--- config.mk ---
export PLATFORM = sky130hd
export DESIGN_NAME = bnn_conv_sequencer
export DESIGN_NICKNAME = d
export VERILOG_FILES = /design/src/rtl/bnn_pkg.sv /design/src/rtl/bnn_loop_counter.sv /design/src/rtl/bnn_conv_sequencer.sv
export SDC_FILE = /design/constraint.sdc
export NUM_CORES = 1
export LEC_CHECK = 0
export CORE_UTILIZATION = 51
export DETAILED_ROUTE_END_ITERATION = 10
export PLACE_DENSITY = 0.82
export SLEW_MARGIN = 30
export SYNTH_ARGS = -nofsm -noshare
export SYNTH_HDL_FRONTEND = slang
export SYNTH_SLANG_ARGS = --single-unit
--- constraint.sdc ---
create_clock -name clk -period 5.35 [get_ports clk]
set_clock_uncertainty 0.15 [all_clocks]
set_input_delay 0.535 -clock clk [delete_from_list [all_inputs] [get_ports clk]]
set_output_delay 0.535 -clock clk [all_outputs]
set_load 0.005 [all_outputs]
--- src/rtl/bnn_pkg.sv ---
// Shared types and sizing helpers for the binary conv sequencer.
package bnn_pkg;

  typedef enum logic [2:0] {
    IDLE,
    RUN,
    DRAIN,
    EMIT,
    DONE
  } seq_state_e;

  function automatic int width_of(input int n);
    return (n > 1) ? $clog2(n) : 1;
  endfunction

  function automatic int pool_size(input int img, input int ks);
    return (img - ks + 1) / 2;
  endfunction

endpackage

--- src/rtl/bnn_loop_counter.sv ---
// Nested index counter, innermost first: kx, ky, ic, dx, dy, px, py, oc.
module bnn_loop_counter
  import bnn_pkg::*;
#(
  parameter int KS  = 3,
  parameter int IN  = 1,
  parameter int P   = 14,
  parameter int OUT = 8
) (
  input  logic                     clk,
  input  logic                     rst_n,
  input  logic                     advance,
  output logic [width_of(KS)-1:0]  kx,
  output logic [width_of(KS)-1:0]  ky,
  output logic [width_of(IN)-1:0]  ic,
  output logic                     dx,
  output logic                     dy,
  output logic [width_of(P)-1:0]   px,
  output logic [width_of(P)-1:0]   py,
  output logic [width_of(OUT)-1:0] oc,
  output logic [7:0]               wrap
);

  localparam int KW = width_of(KS);
  localparam int IW = width_of(IN);
  localparam int PW = width_of(P);
  localparam int OW = width_of(OUT);

  logic [7:0] step;

  // wrap[i]: level i sits at its last value and rolls over on the next step
  assign wrap[0] = (kx == KW'(KS - 1));
  assign wrap[1] = (ky == KW'(KS - 1));
  assign wrap[2] = (ic == IW'(IN - 1));
  assign wrap[3] = dx;
  assign wrap[4] = dy;
  assign wrap[5] = (px == PW'(P - 1));
  assign wrap[6] = (py == PW'(P - 1));
  assign wrap[7] = (oc == OW'(OUT - 1));

  always_comb begin
    step[0] = advance;
    for (int i = 1; i < 8; i++) step[i] = step[i-1] & wrap[i-1];
  end

  always_ff @(posedge clk) begin
    if (!rst_n) begin
      kx <= '0; ky <= '0; ic <= '0; dx <= 1'b0;
      dy <= 1'b0; px <= '0; py <= '0; oc <= '0;
    end else begin
      if (step[0]) kx <= wrap[0] ? '0 : kx + 1'b1;
      if (step[1]) ky <= wrap[1] ? '0 : ky + 1'b1;
      if (step[2]) ic <= wrap[2] ? '0 : ic + 1'b1;
      if (step[3]) dx <= ~dx;
      if (step[4]) dy <= ~dy;
      if (step[5]) px <= wrap[5] ? '0 : px + 1'b1;
      if (step[6]) py <= wrap[6] ? '0 : py + 1'b1;
      if (step[7]) oc <= wrap[7] ? '0 : oc + 1'b1;
    end
  end

endmodule

--- src/rtl/bnn_conv_sequencer.sv ---
// Serial binary conv + 2x2 max-pool controller around one XNOR/popcount tap.
// Define BNN_SEQ_PERF_EN to build the busy-cycle counter on perf_cycles.
module bnn_conv_sequencer
  import bnn_pkg::*;
#(
  parameter int IMG_IN_SIZE     = 30,
  parameter int KERNEL_SIZE     = 3,
  parameter int BNN_IN_CHANL    = 1,
  parameter int BNN_OUT_CHANL   = 8,
  parameter int THRESHOLD_WIDTH = 8
) (
  input  logic clk,
  input  logic rst_n,
  input  logic start,
  output logic busy,
  output logic done,
  output logic [width_of(BNN_IN_CHANL*IMG_IN_SIZE*IMG_IN_SIZE)-1:0] pix_addr,
  input  logic pix_data,
  output logic [width_of(BNN_OUT_CHANL*BNN_IN_CHANL*KERNEL_SIZE*KERNEL_SIZE)-1:0] wgt_addr,
  input  logic wgt_data,
  input  logic [BNN_OUT_CHANL*THRESHOLD_WIDTH-1:0] thresholds,
  output logic out_valid,
  input  logic out_ready,
  output logic [width_of(BNN_OUT_CHANL*pool_size(IMG_IN_SIZE, KERNEL_SIZE)*pool_size(IMG_IN_SIZE, KERNEL_SIZE))-1:0] out_addr,
  output logic out_bit,
  output logic [31:0] perf_cycles
);

  localparam int IMG   = IMG_IN_SIZE;
  localparam int KS    = KERNEL_SIZE;
  localparam int P     = pool_size(IMG_IN_SIZE, KERNEL_SIZE);
  localparam int PIX_W = width_of(BNN_IN_CHANL*IMG*IMG);
  localparam int WGT_W = width_of(BNN_OUT_CHANL*BNN_IN_CHANL*KS*KS);
  localparam int OUT_W = width_of(BNN_OUT_CHANL*P*P);
  localparam int ACC_W = width_of(BNN_IN_CHANL*KS*KS + 1);
  localparam int CMP_W = (ACC_W > THRESHOLD_WIDTH) ? ACC_W : THRESHOLD_WIDTH;

  seq_state_e state;

  logic [width_of(KS)-1:0]            kx, ky;
  logic [width_of(BNN_IN_CHANL)-1:0]  ic;
  logic                               dx, dy;
  logic [width_of(P)-1:0]             px, py, cur_px, cur_py;
  logic [width_of(BNN_OUT_CHANL)-1:0] oc, cur_oc;
  logic [7:0]                         wrap;

  logic             load, data_valid, data_last, match, win_bit, pool;
  logic             addr_tap_last, addr_pix_last, addr_final;
  logic [ACC_W-1:0] acc;
  logic [PIX_W-1:0] pix_next;
  logic [WGT_W-1:0] wgt_next;
  logic [OUT_W-1:0] out_next;
  logic [THRESHOLD_WIDTH-1:0] thr;

  // load latches the counter's current tap into the address registers
  assign load = (state == IDLE && start) ||
                (state == RUN && !addr_pix_last) ||
                (state == EMIT && out_ready && !addr_final);

  bnn_loop_counter #(
    .KS (KS),
    .IN (BNN_IN_CHANL),
    .P  (P),
    .OUT(BNN_OUT_CHANL)
  ) u_loop (
    .clk    (clk),
    .rst_n  (rst_n),
    .advance(load),
    .kx     (kx),
    .ky     (ky),
    .ic     (ic),
    .dx     (dx),
    .dy     (dy),
    .px     (px),
    .py     (py),
    .oc     (oc),
    .wrap   (wrap)
  );

  assign pix_next = PIX_W'(32'(ic) * 32'(IMG*IMG)
                  + (32'(py) * 32'd2 + 32'(dy) + 32'(ky)) * 32'(IMG)
                  + 32'(px) * 32'd2 + 32'(dx) + 32'(kx));
  assign wgt_next = WGT_W'(((32'(oc) * 32'(BNN_IN_CHANL) + 32'(ic)) * 32'(KS)
                  + 32'(ky)) * 32'(KS) + 32'(kx));
  assign out_next = OUT_W'(32'(cur_oc) * 32'(P*P) + 32'(cur_py) * 32'(P) + 32'(cur_px));

  assign thr     = thresholds[cur_oc*THRESHOLD_WIDTH +: THRESHOLD_WIDTH];
  assign match   = ~(pix_data ^ wgt_data);
  assign win_bit = (CMP_W'(acc) + CMP_W'(match)) >= CMP_W'(thr);

  always_ff @(posedge clk) begin
    if (!rst_n) begin
      state         <= IDLE;
      busy          <= 1'b0;
      done          <= 1'b0;
      pix_addr      <= '0;
      wgt_addr      <= '0;
      out_valid     <= 1'b0;
      out_addr      <= '0;
      out_bit       <= 1'b0;
      data_valid    <= 1'b0;
      data_last     <= 1'b0;
      addr_tap_last <= 1'b0;
      addr_pix_last <= 1'b0;
      addr_final    <= 1'b0;
      cur_oc        <= '0;
      cur_py        <= '0;
      cur_px        <= '0;
      acc           <= '0;
      pool          <= 1'b0;
    end else begin
      data_valid <= (state == RUN);
      data_last  <= (state == RUN) && addr_tap_last;
      done       <= 1'b0;
      if (load) begin
        pix_addr      <= pix_next;
        wgt_addr      <= wgt_next;
        addr_tap_last <= &wrap[2:0];
        addr_pix_last <= &wrap[4:0];
        addr_final    <= &wrap;
        cur_oc        <= oc;
        cur_py        <= py;
        cur_px        <= px;
      end
      if (data_valid) begin
        if (data_last) begin
          acc  <= '0;
          pool <= pool | win_bit;
        end else begin
          acc <= acc + ACC_W'(match);
        end
      end
      case (state)
        IDLE: if (start) begin
          state <= RUN;
          busy  <= 1'b1;
        end
        RUN: if (addr_pix_last) state <= DRAIN;
        DRAIN: begin
          state     <= EMIT;
          out_valid <= 1'b1;
          out_bit   <= pool | win_bit;
          out_addr  <= out_next;
        end
        EMIT: if (out_ready) begin
          out_valid <= 1'b0;
          pool      <= 1'b0;
          if (addr_final) begin
            state <= DONE;
            busy  <= 1'b0;
            done  <= 1'b1;
          end else begin
            state <= RUN;
          end
        end
        DONE:    state <= IDLE;
        default: state <= IDLE;
      endcase
    end
  end

`ifdef BNN_SEQ_PERF_EN
  logic [31:0] perf;

  always_ff @(posedge clk) begin
    if (!rst_n) perf <= '0;
    else if (state == IDLE && start) perf <= '0;
    else if (busy && perf != '1) perf <= perf + 32'd1;
  end

  assign perf_cycles = perf;
`else
  assign perf_cycles = '0;
`endif

endmodule

==> results of run 1 <==
-- report_power, final --
part           internal (W)  switching, W  total [W]
registers          0.000552    0.00000868   0.000561
clock network      0.000217      0.000228   0.000445
logic             0.0000802     0.0000640   0.000144
total              0.000849      0.000301    0.00115
-- area by class of cell --
type,instances,area (µm²)
Clock buffer,10,128
Inverter,53,200
Fill cell,860,3680
Clock inverter,6,67.6
Tap cell,136,170
Timing Repair Buffer,102,1020
Multi-Input combinational cell,489,3740
Sequential cell,73,1460
-- sequential cells by signal, indices dropped and copies added (netlist names), 4 cells and up --
name,cells
u_loop.py,4
pix_addr,10
cur_px,4
wgt_addr,7
acc,4
u_loop.px,4
cur_py,4
out_addr,11
-- kinds of logic after synthesis --
| family | share of synthesized area [%] |
|---|---|
| AO/OA/AOI/OAI | 14.4 |
| XOR/XNOR | 5.32 |
| adder cells (fa/ha/maj) | 21.8 |
| flip-flops | 26.1 |
| multiplexers | 6.06 |
| other | 0.0670 |
| buffers and inverters | 9.70 |
| AND/OR/NAND/NOR | 16.6 |
-- layout by cell type (no fill, tap or decap), types with 3 or more instances in the layout --
cell             count
a211oi_1            16
a21o_1              11
a21oi_1             62
clkbuf_8             9
clkdlybuf4s50_1    101
conb_1              32
dfxtp_1             73
fa_1                19
ha_1                67
inv_1               52
mux2i_1              8
mux4_2              11
nand2_1             80
nand2b_1             6
nand3_1             10
nand3b_1             4
nand4b_1             3
nor2_1              32
nor2b_1             10
nor3_1              14
nor4_1               4
o21ai_0             14
o21ai_1              3
o21bai_1             5
or2_2                3
xnor2_1             19
xor2_1              14
-- metal layers --
| metal | up-vias | wire [µm] | GRT usage (%) | part of all wire [%] |
|---|---|---|---|---|
| met5 | - | 0 | 0 | 0 |
| li1 | 2309 | - | - | - |
| met1 | 2299 | 5720 | 29.4 | 44 |
| met3 | 20 | 515 | 3.40 | 3.9 |
| met4 | 0 | 217 | 8.51 | 1.7 |
| met2 | 113 | 6640 | 41.8 | 51 |
-- stage by stage --
step,instances,total power (W),hold WS (ns),setup slack (ns)
floorplan,673,0.000655,0.280,0.633
global placement,853,0.000710,0.290,0.469
detailed placement,853,0.000715,0.296,0.248
CTS,869,0.00115,0.306,0.225
global route,869,0.00119,0.331,0.0280
finish,869,0.00115,0.304,0.292
-- what timing repair did --
item	in CTS	in global routing
endpoints found under the setup margin	0	1
hold buffers	0	0
resized for setup	0	2
-- critical path, stage by stage, from the launching register on --
cell and delay (ns):
dfxtp_1 0.37, ha_1 0.25, fa_1 0.44, xnor2_2 0.21
inv_1 0.14, fa_1 0.53, fa_1 0.59, inv_1 0.07
fa_1 0.52, inv_1 0.04, ha_1 0.26, ha_1 0.35
o21a_1 0.21, o31a_1 0.11, o211ai_1 0.29, a211oi_2 0.09
xnor2_1 0.13, a211oi_1 0.21
-- worst min path at each step --
stage	slack (ns)	from	endpoint
floorplan	0.28	addr_tap_last$_SDFFE_PN0N_	data_last$_SDFF_PN0_
global placement	0.29	pix_addr[3]$_SDFFE_PN0N_	pix_addr[3]$_SDFFE_PN0N_
detailed placement	0.30	pix_addr[3]$_SDFFE_PN0N_	pix_addr[3]$_SDFFE_PN0N_
CTS	0.31	wgt_addr[4]$_SDFFE_PN0N_	wgt_addr[4]$_SDFFE_PN0N_
global route	0.33	pix_addr[3]$_SDFFE_PN0N_	pix_addr[3]$_SDFFE_PN0N_
finish	0.30	wgt_addr[4]$_SDFFE_PN0N_	wgt_addr[4]$_SDFFE_PN0N_
==> metrics.txt, run 1 <==
DIE AREA 11400 µm²; Synth Warn # 0; worst skew pair latency 0.36 ns; vias post-DR 4741; I/O Pins 134; proportion of synthesized chip area in sequential cells 26.1%; Main synth FF type dfxtp_1; CTS tree yes; Gate Count Post-Synth 642; core area 10500 µm²; unrepaired setup endpoints after global routing false; Initial Util 53.5%; HPWL Detailed 9920 µm; DRT Wirelength 13100 µm; worst reg2reg endpoint pix_addr[9]$_SDFFE_PN0N_; initial DRC count 266; DR DRC count 0; setup bufs post-CTS 0; largest net degree at the start of global routing 60; Routed Antenna Nets 0; fin crit period 5.06 ns; FFs w/ async S/R, synth 0%; number of H-tree levels 3; reg2reg setup slack 0.29 ns; max-cap viol count 0; Longest Clk Path Bufs 2; number of vias per cell 5.46; Post-DP Area 6570 µm²; DR pass1 iterations 5; CTS Sinks 73; Hold Path Depth 2; global route overflow 0; clk slew on worst S/H paths 0.09 ns; worst path required time 5.47 ns; crit path kind reg2reg; Area Overhead vs Synth 21.2%; worst reg2reg path startpoint u_loop.ky[0]$_SDFFE_PN0P_; count leader, synth nand2_1; Final period util 94.5%; wire length of the first global-routing pass 21800 µm; crit path launch u_loop.ky[0]$_SDFFE_PN0P_; Rows 37; max-slew violations 0; setup TNS 0 ns; relative slew slack 40.1%; Num CTS Buffers 9; layout cells sized above 1 6.14%; count of final setup violators 0; outcome finished, final reports clean; P_leak 2.96 nW; register bit total from synthesis 73; Mapped Avg Cell Area 8.72 µm²; top post-synthesis cells by area dfxtp_1 (26%), ha_1 (15%), fa_1 (6.8%), a21oi_1 (5.5%), nand2_1 (5.4%); Placer Congestion 0.802; DR WL/cell 15.1 µm; buffers added on ports 101; top cell type's share of synthesized area 26.1%; CP Data Arrival Time 5.17 ns; EDFF count, synth 0; PwrDens 170 nW/µm²; GR Util All Layers 23.7%; CP Capture Type flip-flop; Post-synth top cells nand2_1 (81), dfxtp_1 (73), ha_1 (67), a21oi_1 (62), inv_1 (52); Synth cell types 58; Yosys top cell by area dfxtp_1; final hold vios 0; Antenna Cells 0; Cell Area, Synth 5600 µm²; fin util 64.8%; worst hold path type reg2reg; Setup crit start kind flip-flop; Setup crit end pix_addr[9]$_SDFFE_PN0N_; clk root buf clkbuf_8; FF-to-FF path depth 17; Worst VDD drop 127 µV; worst-path maximum fanout 5; initial antenna violation count 0; Max Fclk 198 MHz; vias in the first global route 4762; Die W 107 µm; Worst Max-Slew Pin Slew 0.895 ns; fin area 6780 µm²; final net count 884; Die H 107 µm
Power figures use the tool's default switching activity.
==> run 2: changes to the inputs <==
- CAP_MARGIN: default -> 10
==> results of run 2 <==
The final DEF is identical to that of run 1; final timing and power are the same.
==> run 3: changes to the inputs <==
- CORE_ASPECT_RATIO: default -> 1.75
- SLEW_MARGIN: 30 -> 25
==> metrics.txt, run 3 (synthesis results as in run 1) <==
final setup margin 0.243 ns (was 0.292 ns); fin area 6850 µm² (was 6780 µm²); Tot Pwr 0.00125 W (was 0.00115 W); most frequent cells in the layout clkdlybuf4s50_1 (101), nand2_1 (80), dfxtp_1 (73), ha_1 (67), a21oi_1 (62) (unchanged); fin crit period 5.11 ns (was 5.06 ns); crit path kind reg2reg (unchanged); HPWL Detailed 10200 µm (was 9920 µm); core area 10700 µm² (was 10500 µm²); setup TNS 0 ns (unchanged); Die H 141 µm (was 107 µm); CTS tree yes (unchanged); DR WL/cell 15.1 µm (about the same); Worst Max-Slew Pin Slew 0.887 ns (was 0.895 ns); DR DRC count 0 (unchanged); Most flops, register out_addr (unchanged); relative slew slack 40.7% (was 40.1%); initial DRC count 191 (was 266); count of final setup violators 0 (unchanged); worst-path maximum fanout 5 (unchanged); number of H-tree levels 3 (unchanged); multi-input logic area 3730 µm² (was 3740 µm²); clk root buf clkbuf_16 (was clkbuf_8); outcome finished, final reports clean (unchanged); Routed Antenna Nets 0 (unchanged); I/O Pins 134 (unchanged); initial antenna violation count 0 (unchanged); Longest Clk Path Bufs 2 (unchanged); worst hold margin 0.302 ns (was 0.304 ns); final hold vios 0 (unchanged); CTS Sinks 73 (unchanged); wire length of the first global-routing pass 20800 µm (was 21800 µm); FF-to-FF path depth 17 (unchanged); Setup crit start kind flip-flop (unchanged); worst hold path type reg2reg (unchanged); Fillers 863 (was 860); worst path required time 5.43 ns (was 5.47 ns); Die W 81.2 µm (was 107 µm); DR pass1 iterations 4 (was 5); P_leak 3.01 nW (was 2.96 nW); layout cells sized above 1 5.86% (was 6.14%); FF+latch area 1460 µm² (unchanged); vias post-DR 4747 (was 4741); HP Start cur_px[2]$_SDFFE_PN0N_ (was wgt_addr[4]$_SDFFE_PN0N_); max-slew violations 0 (unchanged); commonest non-fill, non-tap cell in the layout clkdlybuf4s50_1 (unchanged); Final period util 95.5% (was 94.5%); PwrDens 183 nW/µm² (was 170 nW/µm²); reg2reg setup slack 0.24 ns (was 0.29 ns); pre-CTS setup slack 0.297 ns (was 0.248 ns); largest net degree at the start of global routing 60 (unchanged); final net count 886 (was 884); Hold Path Depth 2 (unchanged); Area Overhead vs Synth 22.4% (was 21.2%); DRT Wirelength 13100 µm (about the same); CP Capture Type flip-flop (unchanged); Worst VDD drop 155 µV (was 127 µV); hold path endpoint cur_px[2]$_SDFFE_PN0N_ (was wgt_addr[4]$_SDFFE_PN0N_); clk slew on worst S/H paths 0.06 ns (was 0.09 ns); Num CTS Buffers 9 (unchanged); max FFs per register 11 (unchanged); CP Data Arrival Time 5.19 ns (was 5.17 ns); Antenna Cells 0 (unchanged); Max Fclk 196 MHz (was 198 MHz); number of vias per cell 5.49 (was 5.46); DIE AREA 11400 µm² (about the same); setup bufs post-CTS 0 (unchanged); Initial Util 52.3% (was 53.5%); buffers added on ports 101 (unchanged); GR Util All Layers 23.4% (was 23.7%); post-cts sizing count 0 (unchanged); Largest regs out_addr (11), pix_addr (10), wgt_addr (7) (unchanged); Placer Congestion 0.857 (was 0.802); global route overflow 0 (unchanged); Post-DP Area 6570 µm² (about the same); hold_buf cts 0 (unchanged); Rows 50 (was 37); worst skew pair latency 0.33 ns (was 0.36 ns); worst reg2reg path startpoint u_loop.ky[0]$_SDFFE_PN0P_ (unchanged); max-cap viol count 0 (unchanged); vias in the first global route 4692 (was 4762); worst reg2reg endpoint pix_addr[9]$_SDFFE_PN0N_ (unchanged)
==> run 3: cell count changes in the layout (fill, tap and decap cells not counted), sizes merged <==
| cell | previous run | this run |
|---|---|---|
| buf | 1 | 3 |
| clkbuf | 10 | 12 |
| clkinvlp | 2 | 1 |
| inv | 53 | 52 |
| bufinv | 1 | 0 |
==> run 3: layout make-up <==
type / instances / area share, %
Clock inverter: 3 / 0.256
Multi-Input combinational cell: 489 / 54.4
Clock buffer: 12 / 3.60
Inverter: 53 / 2.92
Sequential cell: 73 / 21.3
Tap cell: 130 / 2.37
Timing Repair Buffer: 104 / 15.1
==> run 3: worst max-delay path, cell delays in order (launching register included) <==
cell      delay [ns]
dfxtp_1         0.36
ha_1            0.25
fa_1            0.40
xnor2_1         0.25
inv_1           0.16
fa_1            0.54
fa_1            0.58
inv_1           0.06
fa_1            0.53
inv_1           0.04
ha_1            0.26
ha_1            0.34
o21a_1          0.20
o31a_1          0.11
o211ai_1        0.30
a211oi_2        0.10
xnor2_1         0.15
a211oi_1        0.22
==> run 3: power by group <==
part	switching, W	leakage (nW)	total [W]	internal, W
sequential	0.00000847	0.590	0.000562	0.000553
combinational	0.0000643	2.29	0.000145	0.0000807
clock	0.000223	0.128	0.000546	0.000322
==> run 3: per-stage QoR <==
stage | utilization [%] | instances
floorplan | - | 673
finish | 64.0 | 864
detailed placement | 61.4 | 849
global route | 64.0 | 864
CTS | 63.9 | 864
global placement | 61.4 | 849
==> run 3: how the worst max path moves through the flow <==
| stage | startpoint | end | slack, ns | cells after the start |
|---|---|---|---|---|
| final | u_loop.ky[0]$_SDFFE_PN0P_ | pix_addr[9]$_SDFFE_PN0N_ | 0.24 | 17 |
| after global routing | u_loop.ky[0]$_SDFFE_PN0P_ | pix_addr[9]$_SDFFE_PN0N_ | -0.03 | 17 |
| after CTS | u_loop.ky[0]$_SDFFE_PN0P_ | pix_addr[9]$_SDFFE_PN0N_ | 0.25 | 17 |
| after detailed placement | u_loop.ky[0]$_SDFFE_PN0P_ | pix_addr[9]$_SDFFE_PN0N_ | 0.30 | 17 |
| after global placement | u_loop.ky[0]$_SDFFE_PN0P_ | pix_addr[9]$_SDFFE_PN0N_ | 0.47 | 17 |
| after floorplan | u_loop.ky[0]$_SDFFE_PN0P_ | pix_addr[9]$_SDFFE_PN0N_ | 0.63 | 17 |
==> run 3: routing by layer <==
metal	global-route usage [%]	up-vias	part of all wire, %
met1	21.6	2234	35
li1	-	2316	-
met5	0	-	0
met4	14.1	0	3.9
met3	3.82	38	6.0
met2	45.4	159	55
